--- config.mk ---
export PLATFORM = sky130hd
export DESIGN_NAME = bus_arbiter_flat
export DESIGN_NICKNAME = d
export VERILOG_FILES = /design/src/rtl/bus_arbiter_if.sv /design/src/rtl/bus_arbiter.sv /design/src/flat_wrapper.sv
export SDC_FILE = /design/constraint.sdc
export NUM_CORES = 1
export LEC_CHECK = 0
export CAP_MARGIN = 20
export CORE_MARGIN = 4
export CORE_UTILIZATION = 42
export DETAILED_ROUTE_END_ITERATION = 16
export HOLD_SLACK_MARGIN = 0.08
export PLACE_DENSITY = 0.95
export SYNTH_ARGS = -nofsm -noshare
export SYNTH_HDL_FRONTEND = slang
export SYNTH_SLANG_ARGS = --single-unit
--- constraint.sdc ---
create_clock -name clk -period 3.2 [get_ports clk]
set_input_delay 0.64 -clock clk [delete_from_list [all_inputs] [get_ports clk]]
set_output_delay 0.64 -clock clk [all_outputs]
set_load 0.05 [all_outputs]
--- src/rtl/bus_arbiter_if.sv ---
// rtl/bus_arbiter_if.sv - two-master request/response and shared system bus bundle
interface bus_arbiter_if #(
  parameter int Width = 32
);
  logic             m0_req;
  logic             m0_wr;
  logic [2:0]       m0_size;
  logic [Width-1:0] m0_addr;
  logic [Width-1:0] m0_wdata;
  logic             m0_ack;
  logic [Width-1:0] m0_rdata;
  logic             m0_fault;

  logic             m1_req;
  logic             m1_wr;
  logic [2:0]       m1_size;
  logic [Width-1:0] m1_addr;
  logic [Width-1:0] m1_wdata;
  logic             m1_ack;
  logic [Width-1:0] m1_rdata;
  logic             m1_fault;

  logic             bus_req;
  logic             bus_wr;
  logic [2:0]       bus_size;
  logic [Width-1:0] bus_addr;
  logic [Width-1:0] bus_wdata;
  logic             bus_ack;
  logic             bus_err;
  logic [Width-1:0] bus_rdata;

  // The arbiter sits on the slave side of the masters and drives the bus.
  modport slave (
    input  m0_req, m0_wr, m0_size, m0_addr, m0_wdata,
    output m0_ack, m0_rdata, m0_fault,
    input  m1_req, m1_wr, m1_size, m1_addr, m1_wdata,
    output m1_ack, m1_rdata, m1_fault,
    output bus_req, bus_wr, bus_size, bus_addr, bus_wdata,
    input  bus_ack, bus_err, bus_rdata
  );

  modport master (
    output m0_req, m0_wr, m0_size, m0_addr, m0_wdata,
    input  m0_ack, m0_rdata, m0_fault,
    output m1_req, m1_wr, m1_size, m1_addr, m1_wdata,
    input  m1_ack, m1_rdata, m1_fault,
    input  bus_req, bus_wr, bus_size, bus_addr, bus_wdata,
    output bus_ack, bus_err, bus_rdata
  );
endinterface

--- src/rtl/bus_arbiter.sv ---
// rtl/bus_arbiter.sv - round-robin two-master bus arbiter with watchdog abort
module bus_arbiter #(
  parameter int Width         = 32,
  parameter int TimeoutCycles = 255
) (
  input  logic        clk,
  input  logic        rst_n,
  bus_arbiter_if.slave bif,
  output logic [1:0]  grant,
  output logic        busy
);
  localparam int CntW = $clog2(TimeoutCycles + 1);

  typedef enum logic [1:0] {IDLE, BUSY, RESP} state_t;

  state_t           state, state_d;
  logic             last_grant;
  logic [CntW-1:0]  cnt;
  logic             start, pick, finish;
  logic [Width-1:0] rsp_rdata;
  logic             rsp_fault;

  always_ff @(posedge clk) begin
    if (!rst_n) state <= IDLE;
    else        state <= state_d;
  end

  always_comb begin
    state_d   = state;
    start     = 1'b0;
    pick      = 1'b0;
    finish    = 1'b0;
    rsp_rdata = '0;
    rsp_fault = 1'b0;
    case (state)
      IDLE: begin
        if (bif.m0_req || bif.m1_req) begin
          start   = 1'b1;
          pick    = (bif.m0_req && bif.m1_req) ? ~last_grant : bif.m1_req;
          state_d = BUSY;
        end
      end
      BUSY: begin
        // A real completion beats the watchdog when both land on the same edge.
        if (bif.bus_ack) begin
          finish    = 1'b1;
          rsp_rdata = bif.bus_wr ? '0 : bif.bus_rdata;
          rsp_fault = bif.bus_err;
          state_d   = RESP;
        end else if (cnt == CntW'(TimeoutCycles - 1)) begin
          finish    = 1'b1;
          rsp_fault = 1'b1;
          state_d   = RESP;
        end
      end
      RESP:    state_d = IDLE;
      default: state_d = IDLE;
    endcase
  end

  always_ff @(posedge clk) begin
    if (!rst_n) begin
      last_grant    <= 1'b1;
      cnt           <= '0;
      grant         <= '0;
      busy          <= 1'b0;
      bif.bus_req   <= 1'b0;
      bif.bus_wr    <= 1'b0;
      bif.bus_size  <= '0;
      bif.bus_addr  <= '0;
      bif.bus_wdata <= '0;
      bif.m0_ack    <= 1'b0;
      bif.m0_rdata  <= '0;
      bif.m0_fault  <= 1'b0;
      bif.m1_ack    <= 1'b0;
      bif.m1_rdata  <= '0;
      bif.m1_fault  <= 1'b0;
    end else begin
      bif.m0_ack <= 1'b0;
      bif.m1_ack <= 1'b0;
      if (start) begin
        bif.bus_req   <= 1'b1;
        bif.bus_wr    <= pick ? bif.m1_wr    : bif.m0_wr;
        bif.bus_size  <= pick ? bif.m1_size  : bif.m0_size;
        bif.bus_addr  <= pick ? bif.m1_addr  : bif.m0_addr;
        bif.bus_wdata <= pick ? bif.m1_wdata : bif.m0_wdata;
        grant         <= pick ? 2'b10 : 2'b01;
        last_grant    <= pick;
        cnt           <= '0;
        busy          <= 1'b1;
      end
      if (state == BUSY && cnt != CntW'(TimeoutCycles))
        cnt <= cnt + 1'b1;
      if (finish) begin
        bif.bus_req <= 1'b0;
        if (grant[1]) begin
          bif.m1_ack   <= 1'b1;
          bif.m1_rdata <= rsp_rdata;
          bif.m1_fault <= rsp_fault;
        end else begin
          bif.m0_ack   <= 1'b1;
          bif.m0_rdata <= rsp_rdata;
          bif.m0_fault <= rsp_fault;
        end
      end
      if (state == RESP) begin
        grant <= '0;
        busy  <= 1'b0;
      end
    end
  end
endmodule

--- src/flat_wrapper.sv ---
// flat-port wrapper written by rule: the top's interface ports become plain ports
module bus_arbiter_flat 
#(
  parameter int Width         = 32,
  parameter int TimeoutCycles = 255
)
  (clk, rst_n, grant, busy, bif_m0_req, bif_m0_wr, bif_m0_size, bif_m0_addr, bif_m0_wdata, bif_m0_ack, bif_m0_rdata, bif_m0_fault, bif_m1_req, bif_m1_wr, bif_m1_size, bif_m1_addr, bif_m1_wdata, bif_m1_ack, bif_m1_rdata, bif_m1_fault, bif_bus_req, bif_bus_wr, bif_bus_size, bif_bus_addr, bif_bus_wdata, bif_bus_ack, bif_bus_err, bif_bus_rdata);
  bus_arbiter_if #(.Width(Width)) bif_i ();
  input  logic clk;
  input  logic rst_n;
  output logic [1:0] grant;
  output logic busy;
  input wire logic [$bits(bif_i.m0_req)-1:0] bif_m0_req;
  input wire logic [$bits(bif_i.m0_wr)-1:0] bif_m0_wr;
  input wire logic [$bits(bif_i.m0_size)-1:0] bif_m0_size;
  input wire logic [$bits(bif_i.m0_addr)-1:0] bif_m0_addr;
  input wire logic [$bits(bif_i.m0_wdata)-1:0] bif_m0_wdata;
  output wire logic [$bits(bif_i.m0_ack)-1:0] bif_m0_ack;
  output wire logic [$bits(bif_i.m0_rdata)-1:0] bif_m0_rdata;
  output wire logic [$bits(bif_i.m0_fault)-1:0] bif_m0_fault;
  input wire logic [$bits(bif_i.m1_req)-1:0] bif_m1_req;
  input wire logic [$bits(bif_i.m1_wr)-1:0] bif_m1_wr;
  input wire logic [$bits(bif_i.m1_size)-1:0] bif_m1_size;
  input wire logic [$bits(bif_i.m1_addr)-1:0] bif_m1_addr;
  input wire logic [$bits(bif_i.m1_wdata)-1:0] bif_m1_wdata;
  output wire logic [$bits(bif_i.m1_ack)-1:0] bif_m1_ack;
  output wire logic [$bits(bif_i.m1_rdata)-1:0] bif_m1_rdata;
  output wire logic [$bits(bif_i.m1_fault)-1:0] bif_m1_fault;
  output wire logic [$bits(bif_i.bus_req)-1:0] bif_bus_req;
  output wire logic [$bits(bif_i.bus_wr)-1:0] bif_bus_wr;
  output wire logic [$bits(bif_i.bus_size)-1:0] bif_bus_size;
  output wire logic [$bits(bif_i.bus_addr)-1:0] bif_bus_addr;
  output wire logic [$bits(bif_i.bus_wdata)-1:0] bif_bus_wdata;
  input wire logic [$bits(bif_i.bus_ack)-1:0] bif_bus_ack;
  input wire logic [$bits(bif_i.bus_err)-1:0] bif_bus_err;
  input wire logic [$bits(bif_i.bus_rdata)-1:0] bif_bus_rdata;
  assign bif_i.m0_req = bif_m0_req;
  assign bif_i.m0_wr = bif_m0_wr;
  assign bif_i.m0_size = bif_m0_size;
  assign bif_i.m0_addr = bif_m0_addr;
  assign bif_i.m0_wdata = bif_m0_wdata;
  assign bif_m0_ack = bif_i.m0_ack;
  assign bif_m0_rdata = bif_i.m0_rdata;
  assign bif_m0_fault = bif_i.m0_fault;
  assign bif_i.m1_req = bif_m1_req;
  assign bif_i.m1_wr = bif_m1_wr;
  assign bif_i.m1_size = bif_m1_size;
  assign bif_i.m1_addr = bif_m1_addr;
  assign bif_i.m1_wdata = bif_m1_wdata;
  assign bif_m1_ack = bif_i.m1_ack;
  assign bif_m1_rdata = bif_i.m1_rdata;
  assign bif_m1_fault = bif_i.m1_fault;
  assign bif_bus_req = bif_i.bus_req;
  assign bif_bus_wr = bif_i.bus_wr;
  assign bif_bus_size = bif_i.bus_size;
  assign bif_bus_addr = bif_i.bus_addr;
  assign bif_bus_wdata = bif_i.bus_wdata;
  assign bif_i.bus_ack = bif_bus_ack;
  assign bif_i.bus_err = bif_bus_err;
  assign bif_i.bus_rdata = bif_bus_rdata;
  bus_arbiter #(.Width(Width), .TimeoutCycles(TimeoutCycles)) u_core (.clk(clk), .rst_n(rst_n), .bif(bif_i), .grant(grant), .busy(busy));
endmodule
==> flow_metrics.tcl, run 1 <==
set metrics [dict create \
    status "completed" \
    yosys_warnings 0 \
    hold_ws_ns 0.464 \
    timing.fmax_mhz 390 \
    synth_area_leaders "dfxtp_1 53%, a32o_1 11%, nand2_1 7.8%" \
    nNetsFinal 1067 \
    die_y_um 125 \
    netlist_area_um2 5710 \
    clk_pin_slew_ns 0.06 \
    htree_levels 4 \
    netlist_instances 602 \
    root_buffer "clkbuf_16" \
    multi_input_area_um2 2410 \
    cp_slowest_cell "clkdlybuf4s50_1" \
    synth-seq-area-share_pct 53.0 \
    vias 6049 \
    seqPwrFrac_pct 38.8 \
    path_max_fanout 9 \
    p_per_area_nw_per_um2 567 \
    final_layout_size_suffix_gt1_share_pct 6.64 \
    ys_ff_latch 151 \
    clk_latency_ns 0.42 \
    net-switching-power_uw 1730 \
    cts_tree "done" \
    vdd_ir_drop_max_uv 317 \
    hold_path_class "flop to flop" \
    initial_utilization_pct 42.9 \
    slew_violations 0 \
    synth_edf_count 0 \
    synthDominantCellAreaShare_pct 53.0 \
    crit_family "buffers and inverters" \
    post_cts_resized 0 \
    worstPathRequired_ns 2.56 \
    avgViaCountPerCell 5.60 \
    finalSetupViolations 0 \
    worst_setup_path_end_kind "output port" \
    grt_max_degree 90 \
    hold_buffers 0 \
    syn_to_final_growth_pct 66.7 \
    p_int_uw 3660 \
    dp_slack_ns 0.759 \
    grt-ovfl-total 0 \
    cts_buffers 17 \
    synthTopCellsByCount "151 x dfxtp_1, 118 x nand2_1, 64 x a32o_1" \
    period_share_pct 80.2 \
    cts.path.max_buffers 2 \
    finClkSkew_ns 0.00922 \
    fillerInstances 951 \
    antenna_found_initial 1 \
    io_buffers 313 \
    drt-initial-drc-count 457 \
    swShare_pct 32.1 \
    grt_pass1_wl_um 32000 \
    synth_cell_type_count 43 \
    tightest_slew_ns 0.895 \
    routed_wl_um 20600 \
    dr.pass1.iters 5 \
    dieWidth_um 125 \
    start_kind "flop" \
    grt_use_total_pct 25.6 \
    min_period_ns 2.57 \
    synth.largest_area_cell "dfxtp_1" \
    yosysMostFrequentCell "dfxtp_1" \
    synth-async-reset-ratio_pct 0 \
    p_leak_uw 0.00348 \
    cts.sinks 151 \
    fin_setup_tns_ns 0 \
    wl_per_cell_um 19.1 \
    finalHoldViolations 0 \
    gp_congestion 0.844 \
    cp_num_buf_inv 1 \
    placementRows 42 \
    crit_type "flop to output port" \
    synth_nets 778 \
    core_um2 13300 \
    die_area_um2 15500 \
    maxCapViolations 0 \
    power.share.clock_pct 35.9 \
    pwr-share-comb_pct 25.3 \
    setup_slack_ns 0.634 \
    relSlewSlack_pct 40.2 \
    synthFlopType "dfxtp_1" \
    rsz0062_at_grt "false" \
    hpwl_um 14700 \
    drc 0 \
    post_cts_buffers 0 \
    grt_pass1_vias 5920 \
    ios 314 \
    syn_avg_cell_area_um2 9.48 \
    seq_area_um2 3020 \
    ant_nets 0 \
    crit_arrival_ns 1.93 \
    crit_chain "clkdlybuf4s50_1" \
    slowest_delay_ns 0.91 \
]
## cell families after synthesis
kind of cell	Yosys count	share of synthesized area (%)
AOI/OAI and AO/OA	230	29.4
adders and majority gates	2	0.438
buffers and inverters	61	5.41
DFF	151	53.0
muxes	1	0.197
and+or+nand+nor	157	11.6
## power by group through the flow
stage / sequential (uW) / clock [uW] / combinational (uW)
final: 2090 / 1940 / 1370
after global routing: 2100 / 2050 / 1440
after detailed placement: 2130 / 0 / 1360
after floorplan: 2550 / 0 / 354
after global placement: 2120 / 0 / 1340
after CTS: 2090 / 1960 / 1370
## worst register-to-register path, cell delays in order (launching register included)
cell and delay (ns):
dfxtp_1 0.38, nor2b_1 0.73, o21ai_1 0.37, and3_1 0.29
o21a_1 0.16
## state kept, by name, indices dropped and copies added (netlist names), 2 cells and up
register	flops
u_core.bif.bus_addr	32
u_core.bif.bus_size	3
u_core.bif.bus_wdata	32
u_core.bif.m0_rdata	32
u_core.bif.m1_rdata	32
u_core.cnt	8
u_core.grant	2
u_core.state	2
## layer usage
metal	vias up	track usage, %	routed length, um
met5	-	0	0
met4	0	12.7	794
met3	50	8.45	1910
met2	310	44.7	10400
met1	2855	27.8	7560
li1	2834	-	-
## layout by cell type, fill, tap and decap left out, drive strengths merged, types with 3 or more instances in the layout
master / count
inv: 7
o21ai: 54
nor2: 17
clkinvlp: 3
dfxtp: 151
nand2: 118
and3: 4
buf: 13
nand3: 5
a22oi: 25
a32o: 64
clkdlybuf4s50: 313
a21oi: 29
clkinv: 6
nor3: 3
a31oi: 47
clkbuf: 20
## metrics by stage
| step | cells | cell area, um2 | total power [uW] | util [%] |
|---|---|---|---|---|
| floorplan | 602 | 5710 | 2900 | - |
| global placement | 1048 | 8940 | 3460 | 67.2 |
| detailed placement | 1048 | 8940 | 3490 | 67.2 |
| CTS | 1080 | 9510 | 5420 | 71.6 |
| global route | 1081 | 9520 | 5590 | 71.6 |
| finish | 1081 | 9520 | 5390 | 71.6 |
## layout make-up
type	count	share of cell area [%]
multi-input combinational	390	25.3
clock buffer	20	4.80
sequential	151	31.8
tap	176	2.31
clock inverter	12	1.25
timing repair buffer	326	34.3
antenna	1	0.0263
inverter	5	0.197
## final timing paths
| kind | cells past startpoint | start | slack [ns] | endpoint |
|---|---|---|---|---|
| worst max register to register | 4 | u_core.state[0]$_SDFFE_PN0P_ | 1.17 | u_core.cnt[1]$_SDFFE_PN0P_ |
| worst min register to register | 1 | u_core.bif.m0_rdata[27]$_SDFFE_PN0P_ | 0.46 | u_core.bif.m0_rdata[27]$_SDFFE_PN0P_ |
| worst max-delay path | 1 | u_core.grant[1]$_SDFFE_PP0P_ | 0.63 | grant[1] |
| worst min-delay path | 1 | u_core.bif.m0_rdata[27]$_SDFFE_PN0P_ | 0.46 | u_core.bif.m0_rdata[27]$_SDFFE_PN0P_ |
No activity file was read; power rests on OpenSTA's default activity.
==> run 2: changes to the inputs <==
Settings changed: CORE_UTILIZATION 42 to 35, PLACE_DENSITY 0.95 to 0.87.
Clock period 3.2 ns to 2.28 ns, I/O delays scaled along.
==> run 2 against run 1 <==
Compared with the run above: die area is 19% higher; critical path type unchanged; clock power up 53%; largest cell class unchanged; routed wire length is 7.1% lower; final area up 1.5%; via count down 2.2%; worst hold slack worse by 0.052 ns; critical path depth did not move.
==> flow_metrics.tcl, run 2 (synthesis results as in run 1) <==
set metrics [dict create \
    status "completed" \
    busiest_layer "met2" \
    finalSetupViolations 0 \
    core_um2 15900 \
    avgViaCountPerCell 5.27 \
    grt_util_met1_pct 22.2 \
    cts.path.max_buffers 2 \
    crit_family "buffers and inverters" \
    post_cts_buffers 0 \
    grt_use_total_pct 19.7 \
    grt_max_degree 90 \
    net-switching-power_uw 2440 \
    regToRegEndpoint "u_core.bif.m1_rdata[16]$_SDFFE_PN0P_" \
    power.share.clock_pct 38.0 \
    finalHoldViolations 0 \
    hold_buffers 0 \
    cp_num_buf_inv 1 \
    drt-initial-drc-count 306 \
    slowest_delay_ns 0.86 \
    crit_chain "clkdlybuf4s50_1" \
    worst_setup_path_end_kind "output port" \
    fin_area_um2 9660 \
    p_int_uw 5370 \
    hold_path_class "input port to flop" \
    hold_start "rst_n" \
    pwr-share-comb_pct 24.5 \
    wl_per_cell_um 17.1 \
    maxCapViolations 0 \
    r2r_cells 7 \
    r2r_slack_ns 0.62 \
    postPlaceCellArea_um2 9030 \
    vdd_ir_drop_max_uv 484 \
    initial_utilization_pct 35.8 \
    grt_pass1_wl_um 29100 \
    dr.pass1.iters 5 \
    hold-path-endpoint "u_core.state[1]$_SDFFE_PN0P_" \
    cts_buffers 17 \
    path_max_fanout 3 \
    hold_path_depth 3 \
    r2r-start "u_core.cnt[0]$_SDFFE_PN0P_" \
    finClkSkew_ns 0.0102 \
    grt-ovfl-total 0 \
    post_cts_resized 0 \
    rsz0062_at_grt "false" \
    gp_congestion 0.776 \
    p_leak_uw 0.00353 \
    layout_common_cells "311 x clkdlybuf4s50_1, 151 x dfxtp_1, 118 x nand2_1" \
    swShare_pct 31.3 \
    worstPathRequired_ns 1.82 \
    relSlewSlack_pct 57.7 \
    crit_type "flop to output port" \
    root_buffer "clkbuf_16" \
    min_period_ns 2.15 \
    cp_slowest_cell "clkdlybuf4s50_1" \
    grt_pass1_vias 5699 \
    crit_arrival_ns 1.69 \
    io_buffers 313 \
    ant_nets 0 \
    placementRows 46 \
    grtUsageMet3_pct 7.91 \
    drc 0 \
    p_per_area_nw_per_um2 808 \
    use_met2_pct 33.4 \
    syn_to_final_growth_pct 69.2 \
    clk_latency_ns 0.41 \
    die_area_um2 18400 \
    num_antenna_cells 0 \
    final_layout_size_suffix_gt1_share_pct 7.17 \
    routed_wl_um 19200 \
    period_share_pct 94.3 \
    slew_violations 0 \
    htree_levels 4 \
    clk_pin_slew_ns 0.06 \
    final_common_cell "clkdlybuf4s50_1" \
    start_kind "flop" \
    die_y_um 136 \
    cts_tree "done" \
    cts.sinks 151 \
    hpwl_um 13800 \
    ios 314 \
    antenna_found_initial 0 \
    timing.fmax_mhz 465 \
    seqPwrFrac_pct 37.5 \
    tightest_slew_ns 0.635 \
    nNetsFinal 1070 \
    fin_setup_tns_ns 0 \
    vias 5915 \
    dieWidth_um 136 \
]
[run 2: cell types whose count changed in the layout (fill, tap and decap cells not counted), sizes merged]
cell           before  now
bufinv              1    3
inv                 7   13
diode               1    0
clkinv              6    1
clkinvlp            3    2
clkdlybuf4s50     313  311
buf                13   18
clkbuf             20   18
[run 2: worst max path at each step]
stage | slack (ns) | endpoint | depth (start not counted) | start
floorplan | 0.52 | u_core.bif.m1_fault$_SDFFE_PN0P_ | 4 | u_core.grant[1]$_SDFFE_PP0P_
global placement | 0.26 | u_core.bif.m0_rdata[26]$_SDFFE_PN0P_ | 5 | bif_bus_ack
detailed placement | 0.20 | u_core.bif.m0_rdata[31]$_SDFFE_PN0P_ | 5 | bif_bus_ack
CTS | 0.1 | bif_bus_wr | 1 | u_core.bif.bus_wr$_SDFFE_PN0P_
global route | 0.08 | bif_bus_wr | 1 | u_core.bif.bus_wr$_SDFFE_PN0P_
finish | 0.13 | bif_bus_wr | 1 | u_core.bif.bus_wr$_SDFFE_PN0P_
[run 2: routing by layer]
metal / part of all wire, % / up-vias
li1: - / 2839
met1: 38 / 2778
met2: 49 / 266
met3: 11 / 32
met4: 2.3 / 0
met5: 0 / -
[run 2: power groups by stage]
stage	Sequential, uW	Combinational, uW	Clock, uW
2_1_floorplan	3580	497	0
3_5_place_dp	2980	1920	0
5_1_grt	2950	2020	3140
4_1_cts	2930	1920	3040
3_3_place_gp	2980	1900	0
6_report	2930	1910	2970
[run 2: final cells by class]
type                       instances  area, um2
timing repair buffer             329       3320
fill                            1287       6280
clock inverter                    14        185
multi-input combinational        390       2400
clock buffer                      18        439
inverter                           5       18.8
sequential                       151       3020
tap                              216        270
[run 2: metrics by stage]
stage	std cells	utilization, %	setup slack, ns	total power (uW)	hold slack (ns)
4_1_cts	1123	60.6	0.0962	7890	0.392
3_3_place_gp	1091	56.7	0.264	4870	0.446
6_report	1123	60.6	0.131	7810	0.412
2_1_floorplan	602	-	0.517	4070	0.441
3_5_place_dp	1091	56.7	0.199	4900	0.454
5_1_grt	1123	60.6	0.0799	8110	0.446
==> variant 1: new RTL, flow settings as in run 2 <==
`Width` is set to 32 in 3 places; all go to 36.
--- a/src/rtl/bus_arbiter_if.sv
+++ b/src/rtl/bus_arbiter_if.sv
@@ -2,3 +2,3 @@
 interface bus_arbiter_if #(
-  parameter int Width = 32
+  parameter int Width = 36
 );
--- a/src/rtl/bus_arbiter.sv
+++ b/src/rtl/bus_arbiter.sv
@@ -2,3 +2,3 @@
 module bus_arbiter #(
-  parameter int Width         = 32,
+  parameter int Width         = 36,
   parameter int TimeoutCycles = 255
--- a/src/flat_wrapper.sv
+++ b/src/flat_wrapper.sv
@@ -3,3 +3,3 @@
 #(
-  parameter int Width         = 32,
+  parameter int Width         = 36,
   parameter int TimeoutCycles = 255
Ports: changed (9 resized); port bits go from 314 to 350. No check against the original RTL was run, so the function may have changed too.
==> variant 1 against run 2 <==
Worst hold slack worse by 0.092 ns; synthesized cell count up 3.7%; total power increased by 7.4%; first-iteration DRC count grew 57%; final area grew 8.9%; highest routed layer unchanged; sequential cell count increased by 16; worst setup slack improved by 0.013 ns; count of clock-buffer cells in the layout unchanged; synthesized area is 8.8% higher; sequential power increased by 10%; register-to-register slack lost 0.07 ns; utilization hardly changed; clock power grew 2%; wire length rose by 14%.
==> variant 1: results (changes against run 2) <==
run_status:
  outcome: "complete, no violations"
pwr:
  power_leakage_uw: 0.00386  # +9.3%
  p_switching_uw: 2650  # +8.7%
  irDropWorstVdd_mv: 0.463  # -4.3%
final_layout:
  fill_cells: 1424  # +11%
  layout.nets: 1144  # +6.9%
  drive_above_1_share_pct: 7.18  # +0.014 points
  antenna_cells: 0  # unchanged
clock_tree:
  post_cts_buffers: 0  # unchanged
  clk_pin_slew_worst_paths_ns: 0.07
  cts-buffers-inserted: 17  # unchanged
  root_buffer: "clkbuf_16"
  clk_latency_ns: 0.42
  cts_resized: 0  # unchanged
  clockBufferDepth: 2  # unchanged
  htree_num_levels: 4  # unchanged
  ctsHoldBuffers: 0  # unchanged
global_route:
  grt_pass1_wl_um: 33600  # +15%
  grt_use_total_pct: 21.0  # +1.3 points
  grt_max_degree: 88  # -2.2%
  antenna_found_initial: 0  # unchanged
  first_global_vias: 6221  # +9.2%
worst_setup_path:
  critical_path.top_delay_family: "buffers and inverters"
  cpMaxStageDelayCell: "clkdlybuf4s50_1"
  ff2ff_path_depth: 7  # unchanged
  slowest_delay_ns: 0.87
  cp_data_arrival_time_ns: 1.68
  critPathMaxFanout: 3  # unchanged
place:
  dp.cells: 1154  # +5.8%
  gp_congestion: 0.777  # +0.13%
  port-buffer-count: 349  # +12%
  hpwlAfterDp_um: 15700  # +14%
detailed_routing:
  drt_iter0_drc: 481  # +57%
  drt-vias-per-instance: 5.38  # +2.2%
  wl_per_cell_um: 18.4  # +8.1%
  dr_total_vias: 6383  # +7.9%
  dr.pass1.iters: 8  # +3
sta:
  skew_ns: 0.00959  # -0.000630 ns
  max-slew-margin-rel_pct: 62.3  # +4.6 points
hold_path:
  min_path_cells: 3  # unchanged
  hp-class: "in2reg"
logic_synthesis:
  postSynthCellCount: 624  # +3.7%
  syn-num-nets: 820  # +5.4%
  yosys_warnings: 0  # unchanged
  ys_seq_area_share_pct: 53.8  # +0.87 points
  ys_types: 42  # -2.3%
  synth_area_leaders: "dfxtp_1 (54%), a32o_1 (12%), nand2_1 (5.7%)"
  async_flop_share_pct: 0  # unchanged
  synth_common_cells: "dfxtp_1 (167), nand2_1 (94), a32o_1 (72)"
-- variant 1: logic make-up (layout without fill, tap and decap cells) --
logic type	count (synthesis)	after routing	synth area share, %
flops	167	167	53.8
mux	2	2	0.363
simple gates	165	165	11.4
fa+ha+maj	2	2	0.403
compound gates	222	222	28.6
buf+inv	66	403	5.44
-- variant 1: worst paths after layout --
path,slack [ns],startpoint,end
max,0.14,u_core.bif.bus_wr,bif_bus_wr
min,0.32,rst_n,u_core.bif.m0_fault
max reg2reg,0.55,u_core.cnt[0],u_core.bif.m1_rdata[20]
min reg2reg,0.46,u_core.bif.m1_rdata[11],u_core.bif.m1_rdata[11]
-- variant 1: area by class of cell --
cell class,instances,area share (%)
inverter,5,0.178
sequential,167,31.8
multi-input combinational,391,24.2
timing repair buffer,366,35.3
tap,225,2.68
clock buffer,18,4.08
clock inverter,14,1.78
-- variant 1: per-stage QoR --
stage / total power, uW / setup slack, ns / cell area (um^2)
2_1_floorplan: 4500 / 0.496 / 6210
3_3_place_gp: 5400 / 0.223 / 9900
4_1_cts: 8460 / 0.124 / 10500
3_5_place_dp: 5420 / 0.158 / 9900
5_1_grt: 8730 / 0.0964 / 10500
6_report: 8380 / 0.143 / 10500
-- variant 1: routing by layer --
layer	GRT usage, %	routed length [um]	up-vias
met5	0	0	-
met4	7.65	434	0
met3	6.89	2140	31
met2	36.2	10900	317
met1	24.3	8360	3003
li1	-	-	3032
-- variant 1: power by group through the flow --
stage	clock (uW)	sequential [uW]	combinational [uW]
final	3030	3230	2120
after detailed placement	0	3290	2130
after CTS	3100	3230	2140
after global routing	3230	3250	2240
after global placement	0	3280	2110
after floorplan	0	3950	556
==> variant 2: new RTL, config.mk and constraints of run 2 <==
Made on the original files. The 3 states of `state_t` get a one-hot encoding in 3 bits.
--- a/src/rtl/bus_arbiter.sv
+++ b/src/rtl/bus_arbiter.sv
@@ -13,3 +13,3 @@
 
-  typedef enum logic [1:0] {IDLE, BUSY, RESP} state_t;
+  typedef enum logic [2:0] {IDLE = 3'b001, BUSY = 3'b010, RESP = 3'b100} state_t;
 
Formal check against the unedited RTL: no difference found for any inputs over 4 cycles, from zero or initial values and one cycle with rst_n low; so few cycles prove little.
==> variant 2 against run 2 <==
Final area grew 7.3%; maximum frequency is 3.2% lower; worst setup slack worse by 0.070 ns; wire length is 14% higher; global-route usage increased by 0.93 points; total power increased by 2.6%; synthesized area grew 10%; count of clock-buffer cells in the layout stayed put; clock power shrank 2%; sequential cell count is 1 higher; utilization decreased by 1.3 points; critical path type unchanged.
==> variant 2: results (changes against run 2) <==
run_status:
  outcome: "complete, no violations"
global_route:
  grt_max_degree: 79  # -12%
  grt_use_total_pct: 20.6  # +0.93 points
  first_global_vias: 6565  # +15%
sta:
  skew_ns: 0.0109  # +0.000698 ns
  max-slew-margin-rel_pct: 62.3  # +4.6 points
  holdWs_ns: 0.438  # +0.0261 ns
  period_minus_slack_ns: 2.22  # +0.0704 ns
final_layout:
  drive_above_1_share_pct: 6.69  # -0.47 points
  fill_cells: 1504  # +17%
  syn2layout_area_growth_pct: 64.8
  fin_cells: 1271  # +13%
logic_synthesis:
  synth_area_leaders: "dfxtp_1 (48%), o21ai_0 (8.9%), a21boi_0 (8.4%)"
  syn_avg_cell_area_um2: 8.41  # -11%
  synth_common_cells: "dfxtp_1 (152), o21ai_0 (112), a21oi_1 (90)"
  ys_seq_area_share_pct: 48.4  # -4.6 points
  synth_xor_area_share_pct: 0.139  # +0.14 points
  ys_types: 41  # -4.7%
  synth-compound-area-share_pct: 32.0  # +2.7 points
  synth_fa_ha_area_share_pct: 0.398  # -0.041 points
worst_setup_path:
  worstReg2RegEnd: "u_core.bif.m0_rdata[14]"
  cp_data_arrival_time_ns: 1.76  # +0.07 ns
  ff2ff_setup_slack_ns: 0.41  # -0.21 ns
  critPathMaxFanout: 7  # +4
  crit_end: "grant[1]"
  critPathLaunch: "u_core.grant[1]"
  ff2ff_path_depth: 6  # -1
clock_tree:
  clk_latency_ns: 0.43  # +0.02 ns
  root_buffer: "clkbuf_16"
pwr:
  power_leakage_uw: 0.00369  # +4.5%
  p_switching_uw: 2640  # +8.2%
  irDropWorstVdd_mv: 0.506  # +4.6%
place:
  dp.cells: 1239  # +14%
  gp_congestion: 0.823  # +6.0%
  hpwlAfterDp_um: 15200  # +10%
  dp_slack_ns: 0.0722  # -0.127 ns
  dpl_cell_area_um2: 9770  # +8.1%
  port-buffer-count: 313  # unchanged
hold_path:
  min_to: "u_core.cnt[1]"
  min_path_cells: 2  # -1
  holdCritStartpoint: "rst_n"
detailed_routing:
  wl_per_cell_um: 17.2  # +0.95%
  drt-vias-per-instance: 5.33  # +1.1%
  drt_iter0_drc: 418  # +37%
==> variant 2: cell types whose count changed in the layout (fill, tap and decap cells not counted), moves of 44 or more <==
cell,before,now
a21boi_0,0,70
nand3_1,5,72
o21ai_0,46,112
a32o_1,64,0
a21oi_1,29,90
a31oi_1,45,1
==> variant 2: metal layers <==
metal  vias up  track usage [%]  part of all wire [%]
met5         -                0                     0
met4         0             8.84                   3.0
met3        45             7.26                    10
met2       318             33.0                    47
met1      3167             25.2                    40
li1       3239                -                     -
==> variant 2: logic make-up after synthesis <==
group,count (synthesis)
XOR/XNOR,1
AND/OR/NAND/NOR,187
adder cells (fa/ha/maj),2
buffers and inverters,75
flip-flops,152
multiplexers,2
AO/OA/AOI/OAI,329
==> variant 2: timing repair <==
action / 4_1_cts / 5_1_grt
hold buffers: 0 / 0
gates resized for setup: 1 / 0
buffers inserted: 0 / 0
setup endpoints to repair: 1 / 0
==> variant 2: worst reg2reg max path, stage by stage (launching register included) <==
cell and delay, ns:
dfxtp_1 0.38, inv_1 0.09, ha_1 0.24, a41oi_4 0.52
buf_12 0.24, o21ai_0 0.12, a21boi_0 0.21
==> variant 2: final cells by class <==
| type | instances | area share (%) |
|---|---|---|
| clock buffer | 18 | 4.24 |
| clock inverter | 14 | 1.56 |
| inverter | 4 | 0.145 |
| multi-input combinational | 521 | 28.6 |
| sequential | 152 | 29.4 |
| tap | 225 | 2.72 |
| timing repair buffer | 337 | 33.4 |
==> variant 2: power groups by stage <==
stage	registers [uW]	clock network [uW]	logic [uW]
finish	2960	2910	2140
global route	2980	3090	2270
CTS	2960	2970	2150
detailed placement	3010	0	2150
global placement	3000	0	2120
floorplan	3640	0	581
